===== config.mk =====
export PLATFORM = sky130hd
export DESIGN_NAME = mem_port_arbiter
export DESIGN_NICKNAME = d
export VERILOG_FILES = /design/src/rtl/mem_port_arbiter.sv
export SDC_FILE = /design/constraint.sdc
export NUM_CORES = 1
export LEC_CHECK = 0
export ABC_AREA = 1
export BUFFER_PORTS_ARGS = -buffer_cell sky130_fd_sc_hd__buf_4
export CELL_PAD_IN_SITES_DETAIL_PLACEMENT = 1
export CELL_PAD_IN_SITES_GLOBAL_PLACEMENT = 1
export CORE_ASPECT_RATIO = 0.6
export CORE_MARGIN = 2
export CORE_UTILIZATION = 30
export DETAILED_ROUTE_END_ITERATION = 6
export PLACE_DENSITY_LB_ADDON = 0.05
export REMOVE_ABC_BUFFERS = 1
export SLEW_MARGIN = 25
export SYNTH_ARGS = -nofsm -noshare
export SYNTH_HDL_FRONTEND = slang
export SYNTH_SLANG_ARGS = --single-unit
export TNS_END_PERCENT = 10

===== constraint.sdc =====
create_clock -name clk -period 1.3 [get_ports clk]
set_input_delay 0.065 -clock clk [delete_from_list [all_inputs] [get_ports clk]]
set_output_delay 0.065 -clock clk [all_outputs]
set_load 0.05 [all_outputs]

===== src/rtl/mem_port_arbiter.sv =====
// Fetch/data arbiter for the shared single-ported instruction/data memory.
// Optional fetch starvation guard: define ARB_STARVE_GUARD_EN.
module mem_port_arbiter #(
  parameter int WAIT_CYCLES  = 2,
  parameter int STARVE_LIMIT = 4
) (
  input  logic        clk,
  input  logic        rst,
  input  logic        IReqF,
  input  logic [31:0] IAddrF,
  output logic [31:0] IRdataF,
  output logic        IAckF,
  input  logic        DReqM,
  input  logic        DWeM,
  input  logic [31:0] DAddrM,
  input  logic [31:0] DWdataM,
  output logic [31:0] DRdataM,
  output logic        DAckM,
  output logic        MemReq,
  output logic        MemWe,
  output logic [31:0] MemAddr,
  output logic [31:0] MemWdata,
  input  logic [31:0] MemRdata,
  output logic        StallF,
  output logic        StallM,
  output logic        OwnerD
);

  if (WAIT_CYCLES < 1 || WAIT_CYCLES > 15 ||
      STARVE_LIMIT < 1 || STARVE_LIMIT > 15) begin : gBadParam
    $error("mem_port_arbiter: parameter out of range");
  end

  typedef enum logic [1:0] {
    IDLE,
    BUSY,
    RESP
  } state_t;

  localparam logic [3:0] CntInit = 4'(WAIT_CYCLES - 1);

  state_t     state;
  logic [3:0] cnt;
  logic       grantI;
  logic       grantD;

`ifdef ARB_STARVE_GUARD_EN
  localparam logic [3:0] StarveMax = 4'(STARVE_LIMIT);

  logic [3:0] streak;
  logic       starveHit;

  assign starveHit = streak >= StarveMax;
  assign grantI    = IReqF & (~DReqM | starveHit);

  // Counts data grants that left a waiting fetch behind.
  always_ff @(posedge clk or negedge rst) begin
    if (!rst) begin
      streak <= '0;
    end else if (state == IDLE) begin
      if (grantI) begin
        streak <= '0;
      end else if (grantD && IReqF && streak < StarveMax) begin
        streak <= streak + 4'd1;
      end
    end
  end
`else
  assign grantI = IReqF & ~DReqM;
`endif

  assign grantD = DReqM & ~grantI;
  assign StallF = IReqF & ~IAckF;
  assign StallM = DReqM & ~DAckM;

  always_ff @(posedge clk or negedge rst) begin
    if (!rst) begin
      state    <= IDLE;
      cnt      <= '0;
      OwnerD   <= 1'b0;
      MemReq   <= 1'b0;
      MemWe    <= 1'b0;
      MemAddr  <= '0;
      MemWdata <= '0;
      IRdataF  <= '0;
      DRdataM  <= '0;
      IAckF    <= 1'b0;
      DAckM    <= 1'b0;
    end else begin
      IAckF <= 1'b0;
      DAckM <= 1'b0;
      unique case (state)
        IDLE: begin
          if (grantI || grantD) begin
            state    <= BUSY;
            cnt      <= CntInit;
            OwnerD   <= grantD;
            MemReq   <= 1'b1;
            MemWe    <= grantD & DWeM;
            MemAddr  <= grantD ? DAddrM : IAddrF;
            MemWdata <= grantD ? DWdataM : '0;
          end
        end
        BUSY: begin
          if (cnt != 4'd0) begin
            cnt <= cnt - 4'd1;
          end else begin
            state  <= RESP;
            MemReq <= 1'b0;
            MemWe  <= 1'b0;
            if (OwnerD) begin
              DAckM <= 1'b1;
              if (!MemWe) DRdataM <= MemRdata;
            end else begin
              IAckF   <= 1'b1;
              IRdataF <= MemRdata;
            end
          end
        end
        RESP: begin
          state <= IDLE;
        end
        default: begin
          state <= IDLE;
        end
      endcase
    end
  end

endmodule


=== Word level (Yosys, flattened, before mapping) ===
Cells that the tools add are included.

* Register bits: 139
* Input bits: 133
* Output and inout port bits: 135

* Add/subtract/negate cells: 1
* Eq/ne operators: 4
* Multiplexer cells: 19
* Bitwise logic cells: 12
* Reduce and logical (&&, ||, !) cells: 10

{| class="wikitable"
|+ Operator list
! kind !! number
|-
| two-way mux 32 bit || 2
|-
| two-way mux 1 bit || 9
|-
| AND reduction 3 bit || 3
|-
| two-way mux 4 bit || 2
|-
| case mux 4 bit (2 select lines) || 1
|-
| NOT 1 bit || 7
|-
| != test 2 bit, second input constant || 3
|-
| bitwise AND 1 bit || 5
|-
| two-way mux 2 bit || 2
|-
| case mux 1 bit (2 select lines) || 2
|-
| case mux 2 bit (2 select lines) || 1
|-
| AND reduction 2 bit || 2
|-
| AND reduction 4 bit || 1
|-
| nonzero test 4 bit || 1
|-
| subtractor 4 x 1 -> 4 bit, second input constant || 1
|-
| equality test 2 x 1 -> 1 bit, second input constant || 1
|-
| zero test 2 bit || 1
|-
| nonzero test 2 bit || 1
|-
| logical OR 1 bit || 1
|}

=== Longest topological paths before layout ===
* Word-level depth: 7
* Depth in mapped cells: 9
* Gate-level depth less buffers: 8

=== Least setup slack after synthesis ===
OpenSTA, ideal clock, no wires.

* Path kind: reg2reg
* From: register cnt[0]
* To: register DRdataM[0]
* Library setup time: 0.119 ns
* Arrival: 1.250 ns
* Data required time: 1.181 ns
* Slack: -0.069 ns
* Cell stages (with the launch flop): 9
* Buffers on the path: 1
* Cells stage by stage: dfrtp_1 > inv_1 > ha_1 > nand2_2 > inv_2 > nand4_1 > buf_2 > nand2_1 > nand2_1

* Word-level cells in the longest chain between the ends: 3

{| class="wikitable"
|+ Ends and longest elaborated chain
! what !! line !! RTL
|-
| from (decl) || 43 || <nowiki>logic [3:0] cnt;</nowiki>
|-
| from (signal assigned) || 96 || <nowiki>cnt <= CntInit;</nowiki>
|-
| from (signal assigned) || 106 || <nowiki>cnt <= cnt - 4'd1;</nowiki>
|-
| nonzero test 4 bit || 105 || <nowiki>if (cnt != 4'd0) begin</nowiki>
|-
| NOT 1 bit (no source line) || n/a ||
|-
| AND reduction 4 bit (no source line) || n/a ||
|-
| to (signal assigned) || 113 || <nowiki>if (!MemWe) DRdataM <= MemRdata;</nowiki>
|-
| to (decl) || 17 || <nowiki>output logic [31:0] DRdataM,</nowiki>
|}

Every way passes these cells.
A chain may end at the register's enable or synchronous reset.

=== Worst setup path after layout ===
* From: register cnt[0]
* To: register DRdataM[11]

Same word-level chain as after synthesis.

==> implementation parameters <==
Parameter                              Value

Setup path
  FF-to-FF path depth    9
  Highest fanout seen on the critical path    8
  Combined buffer and inverter count along the critical path    4
  Maximum single-stage delay on the critical path    0.37 ns
  Critical Setup Path Class    register to register
  Data required time at the worst endpoint    about 1.6 ns
  Origin of the critical flop-to-flop path    cnt[0]
  Critical Path, Cell by Cell    inv_2 > ha_4 > nand2_4 > inv_2 > nand4_1 > buf_6 > buf_12 > nand2_2 > nand2_2
  Slowest stage cell on the critical path    sky130_fd_sc_hd__dfrtp_1
  CP delay by family, top    buffers and inverters
  Slack of the worst reg-to-reg path    -0.15 ns
  Worst r2r dst    DRdataM[11]
  Arrival time of the worst setup path    between 1.5 and 2 ns
  Critical path launch point type    register
  Setup crit end kind    register

Floorplanning
  Ports placed on the boundary    roughly 270
  Core Footprint    approximately 18000 um2
  Starting Density    a little under a third
  Die outline width    between 150 and 200 um
  Vertical die dimension    roughly 110 um
  Die Outline Area    19800 um2
  Number of cell rows    38

Routing
  Total length of routed wires    about 22 mm
  TritonRoute pass-1 iters    4
  Antenna violation net count after detailed routing    0
  WL/cell    17.7 um
  Total number of vias    approximately 5700
  Number of violations reported at the end of detailed-routing iteration 0    166
  # DRC    0
  Number of vias per cell    around 4.6

Timing
  Total setup violations reported at the end of the flow    65
  Worst-case headroom to the max-slew limit    about 76%
  Top achievable clock speed    slightly below 0.7 GHz
  Final hold viol count    0
  Slew at the pin closest to its max-slew limit    roughly 0.37 ns
  Worst Hold Slack    around 0.028 ns
  Final clock period utilization by the worst path    111%
  Worst clock skew    around 0.0093 ns
  Final critical-path setup slack    -0.147 ns
  RSZ-0062 raised after global routing    yes
  Max Transition Viols Final    0
  Time the worst path needs with I/O delays and setup    between 1 and 1.5 ns

Placed design
  HPWL reported at the end of detailed placement    about 14 mm
  Port Buffers    between 200 and 300
  Number of instances in the placed design    about 1100
  Placed standard-cell area    around 8000 um2
  RePlAce Congestion    0.755

Synth
  Share of cell area taken by muxes after synthesis    0%
  Synthesized instance count    roughly 580
  Main combinational cell family by area after synthesis    simple AND/OR/NAND/NOR gates
  Flops & latches, synth    between 100 and 150
  Mean instance size in the synthesized netlist    approximately 9.7 um2
  Adder and majority gate portion of the synthesized area    less than 1%
  Post-synthesis share of cell area spent on and, or, nand and nor gates    approximately 22%
  Sequential share of the synthesized area    a little over 60%
  Count of cell types in the netlist    26
  Area fraction in compound gates after synthesis    between 10% and 20%
  Synth warnings    0
  Xor-xnor portion of the synthesized cell area    less than 1%
  Cell area after synthesis    5610 um2

Layout
  Design area    ~10000 um2
  Number of filler cells placed in the layout    2000
  Number of standard cells in the layout, taps in and fillers out    between 1000 and 1500
  Count of nets after finishing    roughly 1100
  Signed area change from the synthesized netlist to the final layout    83.0%
  Sequential cell area in the final layout    about 3500 um2
  Multi-input combinational cell area    between 2000 and 2500 um2
  Final antenna diode count    0
  Share of cells above drive strength 1    between 30% and 40%

Clock network
  Root buffer cell    sky130_fd_sc_hd__clkbuf_16
  Clk pin slew, worst setup/hold paths    around 0.060 ns
  Clk sink count    around 140
  Latest clock arrival within the worst-skew pair    ~0.42 ns
  Clock tree from TritonCTS    done
  Bufs on Longest Clock Path    2
  Clock buffer count from CTS    17
  Maximum level of the CTS H-tree    4

Global routing
  Via count of the first global-routing pass    6550
  Global-route wire length before repair    roughly 35 mm
  Largest net degree at the start of global routing    56
  GRT Util Overall    about 22%
  Antenna violations before repair    0
  Grt total ovfl    0

Run status
  Status    complete, but fails checks
  Violations in the final reports    setup timing

Job
  Max-Cap Viols    0

Pwr
  Leakage power figure    roughly 5.2 nW
  Maximum vdd ir drop    0.00132 V
  Final total power    about 30 mW
  Power Dens Cells    around 3000 nW/um2

Min path
  Number of instances on the worst hold path    3
  Hold Startpoint    DAddrM[15]
  Worst Hold End    MemAddr[15]
  Worst min path class    input port to register
==> sequential cells by signal, summed over array words and instances (netlist names), 2 cells and up <==
register,count
DRdataM,32
IRdataF,32
MemWdata,32
cnt,4
MemAddr,32
state,2
==> routing by layer <==
| layer | track usage (%) | up-vias | wire (um) |
|---|---|---|---|
| met5 | 0 | - | 0 |
| met4 | 7.66 | 0 | 464 |
| met3 | 6.72 | 35 | 1220 |
| met2 | 37.8 | 174 | 10800 |
| met1 | 27.8 | 2826 | 9580 |
| li1 | - | 2695 | - |
==> worst register-to-register path: stages (launching register included) <==
cell	delay [ns]
sky130_fd_sc_hd__dfrtp_1	0.37
sky130_fd_sc_hd__inv_2	0.08
sky130_fd_sc_hd__ha_4	0.15
sky130_fd_sc_hd__nand2_4	0.06
sky130_fd_sc_hd__inv_2	0.06
sky130_fd_sc_hd__nand4_1	0.15
sky130_fd_sc_hd__buf_6	0.19
sky130_fd_sc_hd__buf_12	0.15
sky130_fd_sc_hd__nand2_2	0.07
sky130_fd_sc_hd__nand2_2	0.05
==> what timing repair did <==
action                                  4_1_cts  5_1_grt
hold buffers                                127        0
hold endpoints to repair                    267        0
gates resized for setup                      20       45
gates cloned                                  4        0
setup buffers                                 5        2
endpoints found under the setup margin      122      133
pin swaps                                     2        6
==> layout by cell type, fill, tap and decap left out <==
cell type                       Yosys  final
sky130_fd_sc_hd__nand2_4            0      2
sky130_fd_sc_hd__dfrtp_1          139    139
sky130_fd_sc_hd__clkinvlp_4         0      3
sky130_fd_sc_hd__dlygate4sd3_1      0    127
sky130_fd_sc_hd__inv_6              0      3
sky130_fd_sc_hd__xnor2_1            1      1
sky130_fd_sc_hd__o31ai_2            5     24
sky130_fd_sc_hd__buf_6              6      5
sky130_fd_sc_hd__inv_2              3      4
sky130_fd_sc_hd__ha_1               2      1
sky130_fd_sc_hd__clkinv_1           1      1
sky130_fd_sc_hd__ha_4               0      1
sky130_fd_sc_hd__inv_1             10      8
sky130_fd_sc_hd__nand3_1            5      5
sky130_fd_sc_hd__o21ai_0            3      3
sky130_fd_sc_hd__o31ai_1           27      8
sky130_fd_sc_hd__o22ai_1            1      1
sky130_fd_sc_hd__inv_8              0      1
sky130_fd_sc_hd__nor2_4             1      3
sky130_fd_sc_hd__nand2_1          241    214
sky130_fd_sc_hd__nand3_4            0      1
sky130_fd_sc_hd__nand4_1            1      1
sky130_fd_sc_hd__a22o_1            32     32
sky130_fd_sc_hd__clkinv_2           0      1
sky130_fd_sc_hd__bufinv_16          0      3
sky130_fd_sc_hd__o21ai_4            0      1
sky130_fd_sc_hd__nor2_1            69     69
sky130_fd_sc_hd__clkbuf_8           0      2
sky130_fd_sc_hd__clkinv_4           0      2
sky130_fd_sc_hd__buf_4              6    283
sky130_fd_sc_hd__nor3_4             1      1
sky130_fd_sc_hd__clkbuf_16          0     17
sky130_fd_sc_hd__buf_16             0      3
sky130_fd_sc_hd__nand2_2            2     27
sky130_fd_sc_hd__buf_12             0     10
==> cell usage after synthesis <==
| cell type | count | area share (%) |
|---|---|---|
| sky130_fd_sc_hd__o21ai_1 | 1 | 0.089 |
| sky130_fd_sc_hd__nor3_4 | 1 | 0.29 |
| sky130_fd_sc_hd__buf_6 | 6 | 1.2 |
| sky130_fd_sc_hd__nor2_2 | 2 | 0.22 |
| sky130_fd_sc_hd__clkinv_1 | 1 | 0.067 |
| sky130_fd_sc_hd__xnor2_1 | 1 | 0.16 |
| sky130_fd_sc_hd__ha_1 | 2 | 0.45 |
| sky130_fd_sc_hd__buf_1 | 1 | 0.067 |
| sky130_fd_sc_hd__nand2_1 | 241 | 16 |
| sky130_fd_sc_hd__buf_4 | 6 | 0.80 |
| sky130_fd_sc_hd__clkbuf_1 | 2 | 0.13 |
| sky130_fd_sc_hd__a22o_1 | 32 | 5.0 |
| sky130_fd_sc_hd__o31ai_1 | 27 | 3.6 |
| sky130_fd_sc_hd__buf_2 | 18 | 1.6 |
| sky130_fd_sc_hd__dfrtp_1 | 139 | 62 |
| sky130_fd_sc_hd__o31ai_2 | 5 | 1.1 |
| sky130_fd_sc_hd__nor2_1 | 69 | 4.6 |
| sky130_fd_sc_hd__nand4_1 | 1 | 0.11 |
| sky130_fd_sc_hd__o22ai_1 | 1 | 0.11 |
| sky130_fd_sc_hd__inv_1 | 10 | 0.67 |
| sky130_fd_sc_hd__inv_2 | 3 | 0.20 |
| sky130_fd_sc_hd__nand3_2 | 1 | 0.18 |
| sky130_fd_sc_hd__o21ai_0 | 3 | 0.27 |
| sky130_fd_sc_hd__nand2_2 | 2 | 0.22 |
| sky130_fd_sc_hd__nand3_1 | 5 | 0.45 |
| sky130_fd_sc_hd__nor2_4 | 1 | 0.20 |
==> where the power goes <==
group	total, mW	switching (mW)	internal [mW]	leakage, nW
combinational	17.0	11.4	5.54	3.22
clock	5.11	1.97	3.14	0.294
sequential	7.84	1.41	6.44	1.71
total	29.9	14.8	15.1	5.23
==> metrics by stage <==
stage	util (%)	setup WS (ns)	setup TNS, ns
2_1_floorplan	-	-3.10	-225.81
3_3_place_gp	44.0	-0.0687	-2.57
3_5_place_dp	44.0	-0.132	-6.30
4_1_cts	55.5	-0.126	-7.63
5_1_grt	56.4	-0.218	-13.00
6_report	56.4	-0.147	-6.54
==> worst max-delay path by stage <==
stage               slack [ns]   start  depth (start not counted)           to
floorplan                -3.10   IReqF                          4       cnt[0]
global placement         -0.07  cnt[0]                          7  DRdataM[13]
detailed placement       -0.13  cnt[1]                          7  DRdataM[31]
CTS                      -0.13  cnt[1]                          9  DRdataM[11]
global route             -0.22  cnt[2]                          8   DRdataM[5]
finish                   -0.15  cnt[0]                          9  DRdataM[11]
==> cell type report <==
cell class / count / share of cell area [%]
well taps: 240 / 2.93
flip-flops and latches: 139 / 33.9
clock buffers: 19 / 4.41
inverters: 14 / 0.561
multi-input cells: 395 / 20.2
clock inverters: 12 / 1.60
repair buffers: 428 / 36.4
==> logic make-up after synthesis <==
kind of cell               count (synthesis)
xor gates and xnor gates                   1
DFF                                      139
and+or+nand+nor                          323
adders and majority gates                  2
buffers and inverters                     47
AOI/OAI and AO/OA                         69
Power figures use the tool's default switching activity.
